File: config.mk
export PLATFORM = sky130hd
export DESIGN_NAME = freeze_ctl_multi
export DESIGN_NICKNAME = d
export VERILOG_FILES = /design/src/rtl/freeze_ctl_multi.sv
export SDC_FILE = /design/constraint.sdc
export NUM_CORES = 1
export LEC_CHECK = 0
export ABC_AREA = 1
export BUFFER_PORTS_ARGS = -buffer_cell sky130_fd_sc_hd__buf_2
export CAP_MARGIN = 20
export CORE_MARGIN = 2
export CORE_UTILIZATION = 50
export DETAILED_ROUTE_END_ITERATION = 6
export PLACE_DENSITY = 0.73
export SLEW_MARGIN = 20
export SYNTH_ARGS = -nofsm -noshare
export SYNTH_HDL_FRONTEND = slang
export SYNTH_SLANG_ARGS = --single-unit
export TNS_END_PERCENT = 30
File: constraint.sdc
create_clock -name clk -period 2.4 [get_ports clk]
set_input_delay 0.12 -clock clk [delete_from_list [all_inputs] [get_ports clk]]
set_output_delay 0.12 -clock clk [all_outputs]
set_load 0.05 [all_outputs]
File: src/rtl/freeze_ctl_multi.sv
// freeze_ctl_multi: CSR-driven freeze/drain/reset sequencer for NUM_REGIONS PR regions.
// Optional timeout interrupt enabled by defining FREEZE_CTL_IRQ_EN.
module freeze_ctl_multi #(
    parameter int          WIDTH           = 32,
    parameter int          NUM_REGIONS     = 4,
    parameter int          DEFAULT_TIMEOUT = 1024,
    parameter int          RESET_CYCLES    = 16,
    parameter logic [31:0] VERSION         = 32'h0002_0000
) (
    input  logic                   clk,
    input  logic                   resetn,
    input  logic [2:0]             slave_address,
    input  logic [WIDTH-1:0]       slave_writedata,
    input  logic                   slave_read,
    input  logic                   slave_write,
    input  logic [WIDTH/8-1:0]     slave_byteenable,
    output logic [WIDTH-1:0]       slave_readdata,
    output logic                   slave_readdatavalid,
    output logic                   slave_waitrequest,
    input  logic [NUM_REGIONS-1:0] region_idle,
    output logic [NUM_REGIONS-1:0] freeze,
    output logic [NUM_REGIONS-1:0] region_resetn,
    output logic                   irq
);
    localparam int N  = NUM_REGIONS;
    localparam int PW = (RESET_CYCLES > 1) ? $clog2(RESET_CYCLES) : 1;

    typedef enum logic [1:0] {RUN, DRAIN, FROZEN, RESETTING} state_t;

    state_t         st_q [N];
    state_t         st_d [N];
    logic [31:0]    cnt_q [N];
    logic [31:0]    cnt_d [N];
    logic [PW-1:0]  pc_q [N];
    logic [PW-1:0]  pc_d [N];

    logic [N-1:0]   ctrl_q, ctrl_d;
    logic [N-1:0]   tflag_q, tflag_d;
    logic [N-1:0]   tset, rst_req, w1c, frozen, mask_rd;
    logic [31:0]    tmo_q, wmask, rd_mux;
    logic [31:0]    rdata_q;
    logic           rvalid_q;
    logic           wr_ctrl, wr_stat, wr_tmo, wr_rst;

    assign slave_waitrequest   = 1'b0;
    assign slave_readdata      = rdata_q;
    assign slave_readdatavalid = rvalid_q;

    assign wmask = {{8{slave_byteenable[3]}}, {8{slave_byteenable[2]}},
                    {8{slave_byteenable[1]}}, {8{slave_byteenable[0]}}};

    assign wr_ctrl = slave_write && (slave_address == 3'd0);
    assign wr_stat = slave_write && (slave_address == 3'd1);
    assign wr_tmo  = slave_write && (slave_address == 3'd2);
    assign wr_rst  = slave_write && (slave_address == 3'd3);

    // Decode the CSR write of this cycle; FSMs act on it at the same edge.
    always_comb begin
        ctrl_d  = ctrl_q;
        rst_req = '0;
        w1c     = '0;
        if (wr_ctrl)
            ctrl_d = (ctrl_q & ~wmask[N-1:0]) |
                     (slave_writedata[N-1:0] & wmask[N-1:0]);
        if (wr_rst)
            rst_req = slave_writedata[N-1:0] & wmask[N-1:0];
        if (wr_stat)
            w1c = slave_writedata[16 +: N] & wmask[16 +: N];
        tflag_d = (tflag_q & ~w1c) | tset;
    end

    // Per-region state, drain counter and reset-pulse counter.
    always_ff @(posedge clk or negedge resetn) begin
        if (!resetn) begin
            for (int i = 0; i < N; i++) begin
                st_q[i]  <= RUN;
                cnt_q[i] <= '0;
                pc_q[i]  <= '0;
            end
        end else begin
            for (int i = 0; i < N; i++) begin
                st_q[i]  <= st_d[i];
                cnt_q[i] <= cnt_d[i];
                pc_q[i]  <= pc_d[i];
            end
        end
    end

    // Next-state: idle beats timeout; a running pulse always completes.
    always_comb begin
        tset = '0;
        for (int i = 0; i < N; i++) begin
            st_d[i]  = st_q[i];
            cnt_d[i] = cnt_q[i];
            pc_d[i]  = pc_q[i];
            unique case (st_q[i])
                RUN: begin
                    if (ctrl_d[i]) begin
                        st_d[i]  = DRAIN;
                        cnt_d[i] = '0;
                    end
                end
                DRAIN: begin
                    cnt_d[i] = cnt_q[i] + 32'd1;
                    if (!ctrl_d[i])
                        st_d[i] = RUN;
                    else if (region_idle[i])
                        st_d[i] = FROZEN;
                    else if (tmo_q != 32'd0 && cnt_q[i] == tmo_q - 32'd1) begin
                        st_d[i] = FROZEN;
                        tset[i] = 1'b1;
                    end
                end
                FROZEN: begin
                    if (rst_req[i]) begin
                        st_d[i] = RESETTING;
                        pc_d[i] = PW'(RESET_CYCLES - 1);
                    end else if (!ctrl_d[i]) begin
                        st_d[i] = RUN;
                    end
                end
                RESETTING: begin
                    if (pc_q[i] == '0)
                        st_d[i] = FROZEN;
                    else
                        pc_d[i] = pc_q[i] - PW'(1);
                end
            endcase
        end
    end

    // Region outputs decoded straight from state so reset clears them at once.
    always_comb begin
        for (int i = 0; i < N; i++) begin
            freeze[i]        = (st_q[i] != RUN);
            region_resetn[i] = (st_q[i] != RESETTING);
            frozen[i]        = (st_q[i] == FROZEN);
        end
    end

    // CSR storage: control, sticky timeout flags, timeout limit.
    always_ff @(posedge clk or negedge resetn) begin
        if (!resetn) begin
            ctrl_q  <= '0;
            tflag_q <= '0;
            tmo_q   <= 32'(DEFAULT_TIMEOUT);
        end else begin
            ctrl_q  <= ctrl_d;
            tflag_q <= tflag_d;
            if (wr_tmo)
                tmo_q <= (tmo_q & ~wmask) | (slave_writedata & wmask);
        end
    end

`ifdef FREEZE_CTL_IRQ_EN
    logic [N-1:0] mask_q;
    logic         irq_q;

    // Interrupt mask and registered level interrupt.
    always_ff @(posedge clk or negedge resetn) begin
        if (!resetn) begin
            mask_q <= '0;
            irq_q  <= 1'b0;
        end else begin
            if (slave_write && slave_address == 3'd4)
                mask_q <= (mask_q & ~wmask[N-1:0]) |
                          (slave_writedata[N-1:0] & wmask[N-1:0]);
            irq_q <= |(tflag_q & mask_q);
        end
    end

    assign mask_rd = mask_q;
    assign irq     = irq_q;
`else
    assign mask_rd = '0;
    assign irq     = 1'b0;
`endif

    // Read mux; unimplemented bits read as zero.
    always_comb begin
        rd_mux = '0;
        unique case (slave_address)
            3'd0: rd_mux[N-1:0]    = ctrl_q;
            3'd1: begin
                rd_mux[N-1:0]      = frozen;
                rd_mux[16 +: N]    = tflag_q;
            end
            3'd2: rd_mux           = tmo_q;
            3'd4: rd_mux[N-1:0]    = mask_rd;
            3'd5: rd_mux           = VERSION;
            default: rd_mux        = '0;
        endcase
    end

    // Read data captured in the strobe cycle, valid on the next.
    always_ff @(posedge clk or negedge resetn) begin
        if (!resetn) begin
            rdata_q  <= '0;
            rvalid_q <= 1'b0;
        end else begin
            rvalid_q <= slave_read;
            if (slave_read)
                rdata_q <= rd_mux;
        end
    end
endmodule
==> metrics.csv, run 1 <==
metric,value,unit
critPathMaxFanout,4,
rr_worst_depth,20,
required,2.85,ns
fin_nets,2709,
setup_tns,-0.614,ns
hold_violations,0,
setup_viol,8,
yosysMostFrequentCell,nand2_1,
status,"complete, but fails checks",
yosysTopAreaCell,dfrtp_1,
synth_top_family_by_area,simple AND/OR/NAND/NOR gates,
ios,90,
post-route-util,70.2,%
wirelength,62.3,mm
fp.dieW,177,um
grt_max_degree,78,
ys_seq_area_share,37.8,%
routed_via_density,5.76,
num_vias,17600,
netlist_top_cells_area,"dfrtp_1 38%, nand2_1 17%, nand3_1 7.5%",
path_class,flip-flop to flip-flop,
synthDistinctLibCells,52,
synthMuxAreaShare,1.07,%
relSlewSlack,49.9,%
hold_path_class,input pin to flip-flop,
die_area,31200,um^2
root_buffer,clkbuf_16,
yosys.area_share.adder,0.841,%
rows,63,
ir_drop,0.851,mV
fillers,2405,
finalMaxSlewViolations,0,
synth_compound_area_share,10.3,%
numCtsBuffers,27,
postLayoutSetupSlackWorst,-0.124,ns
synth_xor_area_share,1.59,%
cts.htree.levels,1,
total_power,16.6,mW
dp_hpwl,47.2,mm
clk_latency,0.56,ns
cp-start-kind,flip-flop,
antenna_found_initial,1,
pwr_density_cell,802,nW/um^2
synth_area_per_cell,6.72,um^2
grt_pass1_vias,16300,
crit_chain,buf_4 > nor2_4 > nand2_4 > nor2_8 > buf_6 > buf_6 > nand3_2 > nand2_2 > buf_4 > nand2_1 > nand2_1 > nand2_1 > nor2_1 > nand2_1 > nor2_1 > nand3_2 > nand2_2 > nand2_1 > nand2_1 > nand2_1,
start_util,50.5,%
yosys.area_share.simple,39.8,%
io_buffers,87,
cts_buffer_depth,3,
synth_cells,2216,
synth_edf_count,0,
rsz0062_at_grt,true,
max_slew.worst_pin.slew,0.747,ns
synth-seq-cells,225,
numClockSinks,225,
use_met3,5.49,%
grt-busiest-layer,met2,
synth_area,14900,um^2
dr.pass1.iters,6,
hold_start,slave_address[2],
ys.flop_type,dfrtp_1,
max_freq,396,MHz
drv_cap,0,
ant_nets,0,
gp_congestion,1.06,
drc,0,
finalCriticalPeriod,2.52,ns
clkTransAtPathRegs,0.06,ns
whs_path_depth,4,
min_period_over_period,105,%
synth_common_cells,"677 x nand2_1, 292 x inv_1, 246 x nor2_1",
grt_pass1_wl,92.6,mm
area_growth,39.1,%
tritoncts,yes,
use_met2,60.7,%
grt_overflow,0,
fp.dieH,177,um
coreArea,29500,um^2
grtUsageMet1,53.3,%
synth_warnings,0,
drive_above_1_share,29.1,%
clock_skew,0.0131,ns
critPathMaxStageDelay,0.39,ns
cp_data_arrival_time,2.97,ns
grt_usage,38.8,%
slowest_stage,dfrtp_1,
violations,setup timing,
wl_per_cell,20.3,um
synth_top_area_share,37.7,%
regToRegSetupSlack,-0.12,ns
crit_top_cell,nand2_1,
cp-end-kind,flip-flop,
p_leak,9.78,nW
async_flop_share,100,%
drt_iter0_drc,1993,
## power by group
group / total (mW) / internal [mW] / leakage [nW] / switching [mW]
combinational: 7.28 / 2.63 / 6.41 / 4.65
clock: 4.21 / 2.50 / 0.432 / 1.72
sequential: 5.10 / 4.39 / 2.94 / 0.711
## critical path: cells and delay by family, from the launching register on
kind                   cells  cell delay, ns
DFF                        1            0.39
buffers and inverters      4            0.55
and+or+nand+nor           16            1.48
## layout make-up
cell class | count | area (um^2) | share of cell area, %
well taps | 390 | 488 | 2.36
inverters | 297 | 1120 | 5.40
repair buffers | 441 | 3410 | 16.4
flip-flops and latches | 225 | 5640 | 27.3
multi-input cells | 1660 | 9150 | 44.2
clock buffers | 41 | 798 | 3.86
clock inverters | 8 | 101 | 0.489
diodes | 1 | 2.50 | 0.0121
## worst paths after layout
kind	to
max in group asynchronous	pc_q[5]$_DFFE_PN0P_
min reg2reg	pc_q[4]$_DFFE_PN0P_
min in group asynchronous	slave_readdata[23]$_DFFE_PN0P_
min	slave_readdata[17]$_DFFE_PN0P_
max reg2reg	st_q[2]$_DFFE_PN0P_
max	st_q[2]$_DFFE_PN0P_
## metrics by stage
step           hold slack, ns  instances  setup WS (ns)  cell area (um^2)
6_report               0.0237       3063         -0.124             20700
5_1_grt                0.0617       3063         -0.223             20700
4_1_cts                0.0154       3028        -0.0514             19700
3_5_place_dp            0.161       2913         -0.470             17600
3_3_place_gp            0.156       2913         -0.465             17600
2_1_floorplan          -0.176       2217          0.168             14900
## layout by cell type (no fill, tap or decap), types with 22 or more instances in the layout
master	count
nand4_1	35
buf_2	86
nor2_1	178
nor4_1	22
nor3_1	27
nand2_2	90
nand3_1	196
nand3_2	24
o22ai_1	23
buf_4	278
dfrtp_1	215
nor2_2	61
buf_6	26
nand2_1	573
inv_1	286
nand2_4	42
o21ai_0	98
clkbuf_16	27
dlygate4sd3_1	42
a21oi_1	95
nor2_4	38
## cell families after synthesis
group                      Yosys count
buffers and inverters              332
AOI/OAI and AO/OA                  275
adders and majority gates           10
and+or+nand+nor                   1331
other                                1
muxes                               15
DFF                                225
xor gates and xnor gates            27
## per-layer routing
| metal | vias up | part of all wire (%) |
|---|---|---|
| li1 | 8064 | - |
| met5 | - | 0 |
| met4 | 0 | 6.0 |
| met1 | 8285 | 39 |
| met3 | 216 | 10 |
| met2 | 1084 | 44 |
## timing repair
| item | CTS | global route |
|---|---|---|
| endpoints found under the setup margin | 15 | 48 |
| pin swaps | 70 | 135 |
| buffers inserted | 24 | 34 |
| resized for setup | 144 | 211 |
| endpoints found under the hold margin | 117 | 0 |
| hold buffers | 42 | 0 |
Note: power is estimated with default switching activity, not from simulation.
==> inputs of run 2 (changes only) <==
ABC_AREA = unset   (was 1)
==> run 2 against run 1 <==
The flow still finishes with violations (setup timing). Hold slack better by 0.0058 ns. Synthesized cell count down 29%. Setup slack worse by 1.2 ns. Synthesized area down 5.5%. Global-route usage down 4.8 points. Via count down 20%. Combinational power down 8.2%. Clock-buffer cell count down 9. Wire length down 20%. First-iteration DRC count down 33%. Sequential share of layout area up 2.5 points.
==> metrics.csv, run 2 <==
metric,value,unit,change
drive_above_1_share,29.3,%,was 29.1%
finalCriticalPeriod,3.68,ns,was 2.52 ns
yosysTopAreaCell,dfrtp_1,,unchanged
ir_drop,0.742,mV,was 0.851 mV
cts.htree.levels,1,,unchanged
drt_iter0_drc,1329,,was 1993
dp_hpwl,38.3,mm,was 47.2 mm
cts_buffer_depth,3,,unchanged
synth_area_per_cell,8.88,um^2,was 6.72 um^2
timing.hold.ws,0.0295,ns,was 0.0237 ns
clkTransAtPathRegs,0.07,ns,was 0.06 ns
p_comb_share,42.3,%,was 43.9%
multi_input_area,8200,um^2,was 9150 um^2
synth_edf_count,0,,unchanged
drc,0,,unchanged
path_class,flip-flop to flip-flop,,unchanged
numCtsBuffers,26,,was 27
async_flop_share,100,%,unchanged
tritoncts,yes,,unchanged
status,"complete, but fails checks",,unchanged
cp_data_arrival_time,4.14,ns,was 2.97 ns
layout_common_cells,"332 x buf_4, 223 x dfrtp_1, 177 x nand2_1",,"was 573 x nand2_1, 286 x inv_1, 278 x buf_4"
clk_latency,0.55,ns,was 0.56 ns
final_common_cell,buf_4,,was nand2_1
netlist_top_cells_area,"dfrtp_1 40%, o21ai_0 5.9%, nand2_1 4.7%",,"was dfrtp_1 38%, nand2_1 17%, nand3_1 7.5%"
synth_warnings,0,,unchanged
grt_usage,34.0,%,was 38.8%
postLayoutSetupSlackWorst,-1.28,ns,was -0.124 ns
power.clock.fraction,28.6,%,was 25.4%
wirelength,50.0,mm,was 62.3 mm
clock_skew,0.0224,ns,was 0.0131 ns
ant_nets,0,,unchanged
max_slew.worst_pin.slew,0.707,ns,was 0.747 ns
min_period_over_period,153,%,was 105%
io_buffers,87,,unchanged
yosysMostFrequentCell,dfrtp_1,,was nand2_1
relSlewSlack,52.8,%,was 49.9%
area_growth,34.3,%,was 39.1%
numClockSinks,225,,unchanged
dr.pass1.iters,6,,unchanged
antenna_cells,0,,was 1
ys.flop_type,dfrtp_1,,unchanged
critPathMaxFanout,8,,was 4
post-route-util,68.1,%,was 70.2%
fp.dieH,172,um,was 177 um
setup_viol,15,,was 8
fp.dieW,172,um,was 177 um
p_seq_share,29.1,%,was 30.7%
max_freq,272,MHz,was 396 MHz
fin_nets,2038,,was 2709
cp-start-kind,flip-flop,,unchanged
wl_per_cell,21.0,um,was 20.3 um
p_leak,8.64,nW,was 9.78 nW
required,2.86,ns,was 2.85 ns
synth_area,14100,um^2,was 14900 um^2
die_area,29500,um^2,was 31200 um^2
rows,61,,was 63
pwr_density_cell,835,nW/um^2,was 802 nW/um^2
drv_cap,0,,unchanged
finalMaxSlewViolations,0,,unchanged
gp_congestion,1.01,,was 1.06
switching_share,37.3,%,was 42.7%
violations,setup timing,,unchanged
synth_top_area_share,39.8,%,was 37.7%
grt_pass1_wl,77.0,mm,was 92.6 mm
ios,90,,unchanged
hold_violations,0,,unchanged
synth-seq-cells,225,,unchanged
synth_cells,1584,,was 2216
placed_cells,2283,,was 2913
root_buffer,clkbuf_16,,unchanged
antenna_found_initial,0,,was 1
rsz0062_at_grt,true,,unchanged
start_util,50.7,%,was 50.5%
switchingPower,5.89,mW,was 7.08 mW
cp-end-kind,flip-flop,,unchanged
ys_seq_area_share,40.0,%,was 37.8%
num_vias,14100,,was 17600
grt_pass1_vias,13800,,was 16300
fin_cells,2378,,was 3063
routed_via_density,5.95,,was 5.76
synthDistinctLibCells,79,,was 52
seqCellArea,5630,um^2,was 5640 um^2
p_int,9.90,mW,was 9.52 mW
grt_overflow,0,,unchanged
hold_path_class,input pin to flip-flop,,unchanged
synth_common_cells,"224 x dfrtp_1, 178 x nand2_1, 165 x o21ai_0",,"was 677 x nand2_1, 292 x inv_1, 246 x nor2_1"
grt_max_degree,84,,was 78
coreArea,27800,um^2,was 29500 um^2
fillers,2173,,was 2405
run 2: layout make-up:
cell class              instances  share of cell area [%]
clock buffers                  32                    3.88
repair buffers                461                    18.0
flip-flops and latches        225                    29.8
multi-input cells            1206                    43.4
clock inverters                15                    1.26
well taps                     378                    2.50
inverters                      61                    1.21
run 2: through the flow:
step	TNS, ns	setup WS [ns]	power (mW)	instance area [um^2]
floorplan	-14.09	-1.10	8.24	14200
global placement	-16.57	-1.17	10.8	17200
detailed placement	-17.52	-1.24	10.9	17200
CTS	-15.88	-1.20	15.6	18700
global route	-19.04	-1.40	16.5	18900
finish	-16.80	-1.28	15.8	18900
run 2: cell families (layout without fill, tap and decap cells):
logic type                 count (synthesis)  count (layout)  share of synthesized area, %
DFF                                      225             225                          40.0
adders and majority gates                 10              10                         0.889
buffers and inverters                    155             569                          4.33
AOI/OAI and AO/OA                        349             349                          15.2
and+or+nand+nor                          651             652                          23.9
other                                      1               2                        0.0266
muxes                                     59              59                          4.45
xor gates and xnor gates                 134             134                          11.1
run 2: timing repair:
| action | 4_1_cts | 5_1_grt |
|---|---|---|
| buffers inserted | 8 | 1 |
| gates resized for setup | 24 | 33 |
| endpoints found under the setup margin | 20 | 40 |
| hold buffers | 38 | 0 |
| endpoints found under the hold margin | 114 | 0 |
| pin swaps | 17 | 13 |
| cloned | 0 | 1 |
run 2: path summary, 6_finish.rpt:
path | from | end | slack [ns] | cells after the start
max in group asynchronous | resetn | cnt_q[99]$_DFFE_PN0P_ | 1.49 | 3
min in group asynchronous | resetn | async pin | 0.18 | 2
worst min register to register | pc_q[12]$_DFFE_PN0P_ | pc_q[12]$_DFFE_PN0P_ | 0.51 | 1
worst max register to register | flip-flop | pc_q[3]$_DFFE_PN0P_ | -1.28 | 10
worst min-delay path | slave_read | slave_readdata[5]$_DFFE_PN0P_ | 0.03 | 2
worst max-delay path | flip-flop | pc_q[3]$_DFFE_PN0P_ | -1.28 | 10
run 2: critical path, cell delays in order, from the launching register on:
cell,delay [ns]
dfrtp_1,0.41
or4_4,0.55
or4_4,0.52
o41a_1,0.40
a311o_1,0.30
a2111oi_2,0.23
nand4_1,0.22
o41ai_2,0.25
buf_4,0.19
nand4_1,0.22
a211oi_2,0.29
run 2: power by group through the flow:
| stage | combinational [mW] | clock [mW] | sequential (mW) |
|---|---|---|---|
| final | 6.68 | 4.51 | 4.60 |
| after global routing | 7.13 | 4.70 | 4.65 |
| after CTS | 6.45 | 4.55 | 4.58 |
| after detailed placement | 6.25 | 0 | 4.64 |
| after global placement | 6.16 | 0 | 4.62 |
| after floorplan | 3.58 | 0 | 4.66 |
run 2: routing by layer:
| layer | GRT usage [%] | routed length [um] |
|---|---|---|
| met5 | 0 | 0 |
| met4 | 10.9 | 1810 |
| met3 | 5.48 | 3740 |
| met2 | 56.7 | 23800 |
| met1 | 45.4 | 20600 |
